`config.mk`:
```
export PLATFORM = sky130hd
export DESIGN_NAME = rtc_bus_ctrl
export DESIGN_NICKNAME = d
export VERILOG_FILES = /design/src/rtl/rtc_bus_ctrl.sv
export SDC_FILE = /design/constraint.sdc
export NUM_CORES = 1
export LEC_CHECK = 0
export ABC_AREA = 1
export CELL_PAD_IN_SITES_DETAIL_PLACEMENT = 1
export CELL_PAD_IN_SITES_GLOBAL_PLACEMENT = 2
export CORE_MARGIN = 2
export CORE_UTILIZATION = 28
export CTS_BUF_LIST = sky130_fd_sc_hd__clkbuf_4 sky130_fd_sc_hd__clkbuf_8
export CTS_CLUSTER_DIAMETER = 200
export DETAILED_ROUTE_END_ITERATION = 8
export GPL_ROUTABILITY_DRIVEN = 0
export HOLD_SLACK_MARGIN = 0.05
export PLACE_DENSITY_LB_ADDON = 0.08
export SETUP_SLACK_MARGIN = 0.02
export SYNTH_ARGS = -nofsm -noshare
export SYNTH_HDL_FRONTEND = slang
export SYNTH_SLANG_ARGS = --single-unit
```
`constraint.sdc`:
```
create_clock -name clk -period 1.75 [get_ports clk]
set_clock_uncertainty 0.05 [all_clocks]
set_input_delay 0.35 -clock clk [delete_from_list [all_inputs] [get_ports clk]]
set_output_delay 0.35 -clock clk [all_outputs]
set_load 0.05 [all_outputs]
```
`src/rtl/rtc_bus_ctrl.sv`:
```
// Bus-cycle generator for the external RTC's multiplexed address/data bus.
// Each accepted start runs an address phase and then a data phase, each made of
// setup, strobe and hold sub-phases. A final gap follows before returning to idle.
module rtc_bus_ctrl #(
  parameter int unsigned T_SU  = 2,
  parameter int unsigned T_PW  = 10,
  parameter int unsigned T_H   = 2,
  parameter int unsigned T_GAP = 4
) (
  input  logic       clk,
  input  logic       reset,
  input  logic       i_start,
  input  logic       i_rd_wr,
  input  logic [7:0] i_addr,
  input  logic [7:0] i_wdata,
  output logic       o_busy,
  output logic       o_done,
  output logic [7:0] o_rdata,
  output logic       o_rtc_cs_n,
  output logic       o_rtc_rd_n,
  output logic       o_rtc_wr_n,
  output logic       o_rtc_ad_n,
  output logic [7:0] o_ad_out,
  output logic       o_ad_oe,
  input  logic [7:0] i_ad_in
);

  // Zero lengths are illegal; treat them as one cycle.
  localparam int unsigned LenSu  = (T_SU  == 0) ? 1 : T_SU;
  localparam int unsigned LenPw  = (T_PW  == 0) ? 1 : T_PW;
  localparam int unsigned LenH   = (T_H   == 0) ? 1 : T_H;
  localparam int unsigned LenGap = (T_GAP == 0) ? 1 : T_GAP;
  localparam logic [7:0] LastSu  = 8'(LenSu - 1);
  localparam logic [7:0] LastPw  = 8'(LenPw - 1);
  localparam logic [7:0] LastH   = 8'(LenH - 1);
  localparam logic [7:0] LastGap = 8'(LenGap - 1);

  typedef enum logic [2:0] {
    StIdle, StASu, StAPw, StAH, StDSu, StDPw, StDH, StGap
  } state_e;

  state_e     r_state;
  logic [7:0] r_cnt;
  logic       r_rd_wr;
  logic [7:0] r_addr;
  logic [7:0] r_wdata;
  logic [7:0] r_rdata;
  logic       r_busy, r_done;
  logic       r_cs_n, r_rd_n, r_wr_n, r_ad_n, r_ad_oe;
  logic [7:0] r_ad_out;

  state_e     w_next;
  logic [7:0] w_last;
  logic       w_phase_end;
  logic       w_rw;
  logic [7:0] w_addr;
  logic [7:0] w_wdata;

  // Request operands: taken straight from the inputs on the accepting edge.
  assign w_rw    = (r_state == StIdle) ? i_rd_wr : r_rd_wr;
  assign w_addr  = (r_state == StIdle) ? i_addr  : r_addr;
  assign w_wdata = (r_state == StIdle) ? i_wdata : r_wdata;

  // Phase length lookup and next-state selection.
  always_comb begin
    w_last = 8'h00;
    unique case (r_state)
      StASu, StDSu: w_last = LastSu;
      StAPw, StDPw: w_last = LastPw;
      StAH,  StDH:  w_last = LastH;
      StGap:        w_last = LastGap;
      default:      w_last = 8'h00;
    endcase
    w_phase_end = (r_cnt == w_last);
    w_next = r_state;
    unique case (r_state)
      StIdle: if (i_start)     w_next = StASu;
      StASu:  if (w_phase_end) w_next = StAPw;
      StAPw:  if (w_phase_end) w_next = StAH;
      StAH:   if (w_phase_end) w_next = StDSu;
      StDSu:  if (w_phase_end) w_next = StDPw;
      StDPw:  if (w_phase_end) w_next = StDH;
      StDH:   if (w_phase_end) w_next = StGap;
      StGap:  if (w_phase_end) w_next = StIdle;
      default:                 w_next = StIdle;
    endcase
  end

  // State, phase counter and bus outputs, all registered against the next state.
  always_ff @(posedge clk or posedge reset) begin
    if (reset) begin
      r_state  <= StIdle;
      r_cnt    <= 8'h00;
      r_rd_wr  <= 1'b0;
      r_addr   <= 8'h00;
      r_wdata  <= 8'h00;
      r_rdata  <= 8'h00;
      r_busy   <= 1'b0;
      r_done   <= 1'b0;
      r_cs_n   <= 1'b1;
      r_rd_n   <= 1'b1;
      r_wr_n   <= 1'b1;
      r_ad_n   <= 1'b1;
      r_ad_oe  <= 1'b0;
      r_ad_out <= 8'h00;
    end else begin
      r_state <= w_next;
      r_cnt   <= (w_next != r_state || r_state == StIdle) ? 8'h00 : r_cnt + 8'h01;
      if (r_state == StIdle && i_start) begin
        r_rd_wr <= i_rd_wr;
        r_addr  <= i_addr;
        r_wdata <= i_wdata;
      end
      // Read data is sampled on the edge that ends the data strobe.
      if (r_state == StDPw && w_phase_end && !r_rd_wr) r_rdata <= i_ad_in;
      r_done   <= (r_state == StGap) && w_phase_end;
      r_busy   <= (w_next != StIdle);
      r_cs_n   <= 1'b1;
      r_rd_n   <= 1'b1;
      r_wr_n   <= 1'b1;
      r_ad_n   <= 1'b1;
      r_ad_oe  <= 1'b0;
      r_ad_out <= 8'h00;
      case (w_next)
        StASu, StAPw, StAH: begin
          // Address is always latched by the chip on a WR strobe.
          r_cs_n   <= (w_next == StAH);
          r_wr_n   <= (w_next != StAPw);
          r_ad_n   <= 1'b0;
          r_ad_oe  <= 1'b1;
          r_ad_out <= w_addr;
        end
        StDSu, StDPw, StDH: begin
          r_cs_n <= (w_next == StDH);
          if (w_rw) begin
            r_ad_oe  <= 1'b1;
            r_ad_out <= w_wdata;
            r_wr_n   <= (w_next != StDPw);
          end else begin
            r_rd_n <= (w_next != StDPw);
          end
        end
        default: ;
      endcase
    end
  end

  assign o_busy     = r_busy;
  assign o_done     = r_done;
  assign o_rdata    = r_rdata;
  assign o_rtc_cs_n = r_cs_n;
  assign o_rtc_rd_n = r_rd_n;
  assign o_rtc_wr_n = r_wr_n;
  assign o_rtc_ad_n = r_ad_n;
  assign o_ad_out   = r_ad_out;
  assign o_ad_oe    = r_ad_oe;

endmodule
```
# --- Yosys cells after proc, flatten, opt, wreduce, memory -nomap -nowiden ---
# Cells that the tools add are included.
classes:
  n_addsub: 1
  eq_ne: 17
  mux: 24
  n_reduce_logical: 12
op_table:
  columns: ["op", "n"]
  rows:
  - ["2-to-1 mux 8 bit", 4]
  - ["2-to-1 mux 3 bit", 8]
  - ["one-hot mux 3 bit (8 select lines)", 1]
  - ["equality test 3 bit, second input constant", 7]
  - ["one-hot mux 8 bit (2 select lines)", 1]
  - ["equality test 3 x 2 -> 1 bit, second input constant", 4]
  - ["one-hot mux 4 bit (3 select lines)", 1]
  - ["adder 8 x 1 -> 8 bit, second input constant", 1]
  - ["equality test 8 bit", 1]
  - ["equality test 3 x 1 -> 1 bit, second input constant", 2]
  - ["2-to-1 mux 1 bit", 6]
  - ["one-hot mux 1 bit (2 select lines)", 3]
  - ["OR reduction 3 bit", 2]
  - ["logical AND 1 bit", 4]
  - ["OR reduction 4 bit", 1]
  - ["zero test 3 bit", 1]
  - ["!= test 3 x 2 -> 1 bit, second input constant", 1]
  - ["!= test 3 bit", 1]
  - ["!= test 3 bit, second input constant", 1]
  - ["nonzero test 3 bit", 1]
  - ["OR reduction 2 bit", 1]
  - ["zero test 1 bit", 1]
  - ["logical OR 1 bit", 1]
totals:
  reg_bits: 51

# --- Depth between registers and ports, before layout ---
logic_depth:
  ltp_word: 9
  mapped_depth: 16
  ltp_nobuf: 15

# --- Least setup slack after synthesis ---
# OpenSTA, ideal clock, no wires.
synth_path:
  kind: "register -> register"
  start: "register r_state[1]"
  end: "register r_ad_out[0], in the netlist o_ad_out[0]"
  setup_ns: 0.116
  arrival_ns: 1.582
  t_required_ns: 1.584
  slack_ns: 0.001
  stages_incl_launch_ff: 16
  n_path_buf: 1
  synth_period_minus_slack_ns: 1.749
  cell_sequence: "dfrtp_1 buf_2 nand2_1 clkinv_1 nand3_1 nand3_1 nor2_4 nand2_4 nand2_2 nand2_1 nand2_1 nand2_1 nand2_1 nand2_4 nand2_1 nand2_1"
synth_between:
  elab_chain_len: 9
synth_rtl:
  columns: ["element", "line", "text"]
  rows:
  - ["start, declared", "42", "state_e r_state;"]
  - ["start signal, assigned", "92", "r_state <= StIdle;"]
  - ["start signal, assigned", "107", "r_state <= w_next;"]
  - ["equality test 3 bit (tied with other cells)", "67, 76", null]
  - ["OR reduction 4 bit (no source line) or OR reduction 2 bit (tied branches)", null, null]
  - ["one-hot mux 4 bit (3 select lines)", "67", "unique case (r_state)"]
  - ["equality test 8 bit", "74", "w_phase_end = (r_cnt == w_last);"]
  - ["2-to-1 mux 3 bit (tied with other cells)", "84", "StGap: if (w_phase_end) w_next = StIdle;"]
  - ["one-hot mux 3 bit (8 select lines)", "76", "unique case (r_state)"]
  - ["equality test 3 bit (tied with other cells)", "124", "case (w_next)"]
  - ["OR reduction 3 bit", "124", null]
  - ["one-hot mux 8 bit (2 select lines) (*)", "124", null]
  - ["end signal, assigned", "131", "r_ad_out <= w_addr;"]
  - ["end signal, assigned", "137", "r_ad_out <= w_wdata;"]
  - ["end, declared", "50", "logic [7:0] r_ad_out;"]
# Mark *: on every way between the ends. The rest lies on a longest branch, timed or not.
# A chain may end at the register's enable or synchronous reset.

# --- Worst setup path after layout ---
layout_path:
  start: "register r_state[1]"
  end: "register r_cs_n, in the netlist o_rtc_cs_n"
layout_between:
  elab_chain_len: 9
layout_rtl:
  columns: ["element", "line", "text"]
  rows:
  - ["equality test 3 bit (tied with other cells)", "67, 76", null]
  - ["OR reduction 4 bit (no source line) or OR reduction 2 bit (tied branches)", null, null]
  - ["one-hot mux 4 bit (3 select lines)", "67", null]
  - ["equality test 8 bit", "74", null]
  - ["2-to-1 mux 3 bit (tied with other cells)", "84", null]
  - ["one-hot mux 3 bit (8 select lines) (*)", "76", null]
  - ["named net w_next[2]", "52", "state_e w_next;"]
  - ["equality test 3 bit (tied with other cells)", "124, 134", null]
  - ["OR reduction 3 bit", "124", null]
  - ["one-hot mux 1 bit (2 select lines) (*)", "124", null]
  - ["end signal, assigned", "127", "r_cs_n <= (w_next == StAH);"]
  - ["end signal, assigned", "134", "r_cs_n <= (w_next == StDH);"]
  - ["end, declared", "49", "logic r_cs_n, r_rd_n, r_wr_n, r_ad_n, r_ad_oe;"]
# The timed path passes the listed nets; every way through them passes the cells marked *.

==> impl_metrics.tcl <==
set metrics [dict create \
    failed_checks "setup timing" \
    proportion_of_power_drawn_by_combinational_gates_pct 65.1 \
    grt_start_max_net_pins 25 \
    switching_power_mw 3.80 \
    std_cell_rows 34 \
    critical_path_class "reg -> reg" \
    number_of_antenna_violations_at_the_first_check_in_global_routing 0 \
    slew_headroom_pct 73.8 \
    coreArea_um2 8720 \
    mostFrequentLayoutCell "nand2_1" \
    grt_first_pass_wirelength_um 11500 \
    cts-root-buf "clkbuf_8" \
    netlist.top_cell.by_area "dfrtp_1" \
    tightestPinTransition_ns 0.390 \
    compound_gate_portion_of_the_synthesized_area_pct 9.01 \
    slowest_delay_ns 0.48 \
    vias_per_inst 4.42 \
    layout_worst_path_cycle_share_pct 108 \
    start_util_pct 28.8 \
    xor_and_xnor_area_share_after_synthesis_pct 0.697 \
    io-pin-count 51 \
    synth_area_per_cell_um2 8.37 \
    drive_above_1_share_pct 35.7 \
    drt-pass1-iter-count 4 \
    detail_route.drc_violations 0 \
    synth_simple_gate_area_share_pct 29.0 \
    gr-total-overflow 0 \
    first_global_vias 2393 \
    finalWirelength_um 6640 \
    layout.cells.most_common_list "nand2_1 (73), buf_4 (59), dfrtp_1 (45)" \
    synth.ff_latch_count 51 \
    cts_tree "yes" \
    r2r_end "o_rtc_cs_n" \
    cts-buffers-inserted 5 \
    clk_pin_slew_worst_paths_ns 0.09 \
    hold_viol_final 0 \
    top_cells_by_area_synth "dfrtp_1 (47%), nand2_1 (13%), inv_1 (5.2%)" \
    outcome "finished, violations left" \
    placed_cell_area_um2 3450 \
    r2r_start "r_state[1]" \
    design.die.area_um2 9750 \
    adder_and_majority_gate_portion_of_the_synthesized_area_pct 0.498 \
    setup_violations 13 \
    timing.critical_path.mode_cell "nand2_2" \
    cp_max_fo 5 \
    yosys.cell_types.count 29 \
    post-route-cell-area_um2 3800 \
    power.share.switching_pct 47.8 \
    fin_setup_tns_ns -1.46 \
    internal-power_mw 4.16 \
    io_buffers 50 \
    area_taken_by_flip_flops_and_latches_um2 1280 \
    final_nets 426 \
    power_frac_seq_pct 25.3 \
    yosysTopAreaCellShare_pct 46.8 \
    synth_nets 329 \
    final_ws_setup_ns -0.140 \
    cp-start-kind "flip-flop" \
    worstPathCellList "buf_6 > nor2_4 > nand2_2 > nand2_2 > nand2_2 > nand2_4 > nand4_1 > nand2_4 > nand3_4 > nand2_4 > inv_2 > nand2_1 > nand2_2" \
    insertion_delay_ns 0.30 \
    holdCritPathClass "in -> async" \
    reg2reg_slack_ns -0.14 \
    die_height_um 98.7 \
    worst_r2r_path_depth 13 \
    combined_global_route_utilization_of_all_metal_layers_pct 14.6 \
    synth_mux_area_share_pct 1.79 \
    routed-via-count 2237 \
    path_buf_inv 2 \
    kind_of_capture_point_of_the_worst_setup_path "flip-flop" \
    synth_seq_area_share_pct 51.0 \
    vdd_drop_max_uv 758 \
    wl_per_cell_um 13.1 \
    yosys_warnings 0 \
    final_antenna_net_count 0 \
    rsz0062_at_grt "yes" \
    crit_family "simple AND/OR/NAND/NOR gates" \
    clock_tree.buffer_depth 2 \
    antenna-diode-count 0 \
    critical-path-slowest-cell "dfrtp_2" \
    leakage_nw 1.90 \
    maxClockFrequency_mhz 529 \
    worstPathArrival_ns 2.08 \
    die_width_um 98.7 \
    syn_inst 300 \
    layout_filler_cell_count 1042 \
    synth_top_family_by_area "simple AND/OR/NAND/NOR gates" \
    cts_hold_buf 0 \
    netlist_area_um2 2510 \
    tritoncts_num_sinks 51 \
    multiInputGateArea_um2 1190 \
    drt_iter0_markers 50 \
    drv_cap 0 \
    area_delta_synth_final_pct 51.1 \
    drv_slew 0 \
    power.density_nw_per_um2 2100 \
    power.clock.fraction_pct 9.6 \
    finalCriticalPeriod_ns 1.89 \
    htree_levels 2 \
    fin_total_pwr_mw 7.96 \
    crit_required_ns 1.94 \
    placed_wire_length_estimate_after_detailed_placement_um 4940 \
]
-- synthesized netlist by cell type (all sizes together) --
| master | count |
|---|---|
| nor3 | 3 |
| nor3b | 3 |
| nand4 | 3 |
| nand2 | 103 |
| nor4 | 1 |
| clkbuf | 5 |
| dfstp | 4 |
| inv | 41 |
| xor2 | 2 |
| a21oi | 5 |
| clkinv | 2 |
| nand3 | 15 |
| ha | 1 |
| mux2 | 4 |
| a211oi | 4 |
| dfrtp | 47 |
| o21ai | 32 |
| buf | 4 |
| nor2 | 20 |
| o31ai | 1 |
-- worst register-to-register path: stages (launching register included) --
cell and delay [ns]:
dfrtp_2 0.48, buf_6 0.16, nor2_4 0.08, nand2_2 0.07, nand2_2 0.06, nand2_2 0.06
nand2_4 0.11, nand4_1 0.18, nand2_4 0.17, nand3_4 0.13, nand2_4 0.14, inv_2 0.04
nand2_1 0.06, nand2_2 0.05
-- power groups by stage --
| stage | Clock, mW | Sequential [mW] | Combinational, mW |
|---|---|---|---|
| CTS | 0.814 | 2.01 | 4.66 |
| detailed placement | 0 | 2.02 | 4.54 |
| global placement | 0 | 2.01 | 4.48 |
| global route | 0.856 | 2.09 | 5.72 |
| finish | 0.763 | 2.01 | 5.18 |
| floorplan | 0 | 2.69 | 2.09 |
-- logic make-up after synthesis --
group | count (synthesis)
adder cells (fa/ha/maj) | 1
XOR/XNOR | 2
AND/OR/NAND/NOR | 148
AO/OA/AOI/OAI | 42
multiplexers | 4
flip-flops | 51
buffers and inverters | 52
-- timing repair --
| action | 4_1_cts | 5_1_grt |
|---|---|---|
| gates resized for setup | 5 | 40 |
| cloned | 0 | 1 |
| pin swaps | 5 | 18 |
| setup buffers | 4 | 3 |
| endpoints found under the hold margin | 0 | 0 |
| endpoints found under the setup margin | 37 | 46 |
-- area by class of cell --
| cell class | instances | share of cell area [%] |
|---|---|---|
| Timing Repair Buffer | 98 | 24.3 |
| Sequential cell | 51 | 33.8 |
| Tap cell | 108 | 3.56 |
| Clock buffer | 8 | 2.73 |
| Multi-Input combinational cell | 198 | 31.3 |
| Inverter | 43 | 4.32 |
-- through the flow --
step	std cells	worst slack (ns)	utilization (%)	hold WS (ns)
4_1_cts	502	-0.112	41.5	0.256
3_5_place_dp	490	-0.198	39.6	0.411
6_report	506	-0.140	43.5	0.253
2_1_floorplan	300	0.0326	-	0.403
3_3_place_gp	490	-0.171	39.6	0.396
5_1_grt	506	-0.293	43.5	0.261
-- flip-flops by register name, indices dropped and copies added, names as in the netlist --
signal	count
r_addr	8
o_ad_oe	1
o_rtc_rd_n	1
o_done	1
o_rtc_ad_n	1
r_state	3
r_wdata	8
r_rd_wr	1
o_busy	1
o_rtc_wr_n	1
o_rdata	8
r_cnt	8
o_ad_out	8
o_rtc_cs_n	1
-- how the worst max path moves through the flow --
stage	to	depth (start not counted)	slack, ns	start
floorplan	o_ad_out[0]	15	0.03	r_state[1]
global placement	o_ad_out[0]	9	-0.17	i_rd_wr
detailed placement	o_ad_out[5]	12	-0.20	r_state[1]
CTS	o_ad_out[5]	13	-0.11	r_state[1]
global route	o_ad_out[2]	13	-0.29	r_state[1]
finish	o_rtc_cs_n	13	-0.14	r_state[1]
-- routing by layer --
| layer | up-vias | part of all wire, % | GRT usage, % |
|---|---|---|---|
| li1 | 1131 | - | - |
| met2 | 33 | 51 | 25.1 |
| met5 | - | 0 | 0 |
| met4 | 0 | 0.99 | 3.48 |
| met3 | 5 | 3.1 | 2.55 |
| met1 | 1068 | 45 | 19.2 |
(Power assumes the default switching activity.)
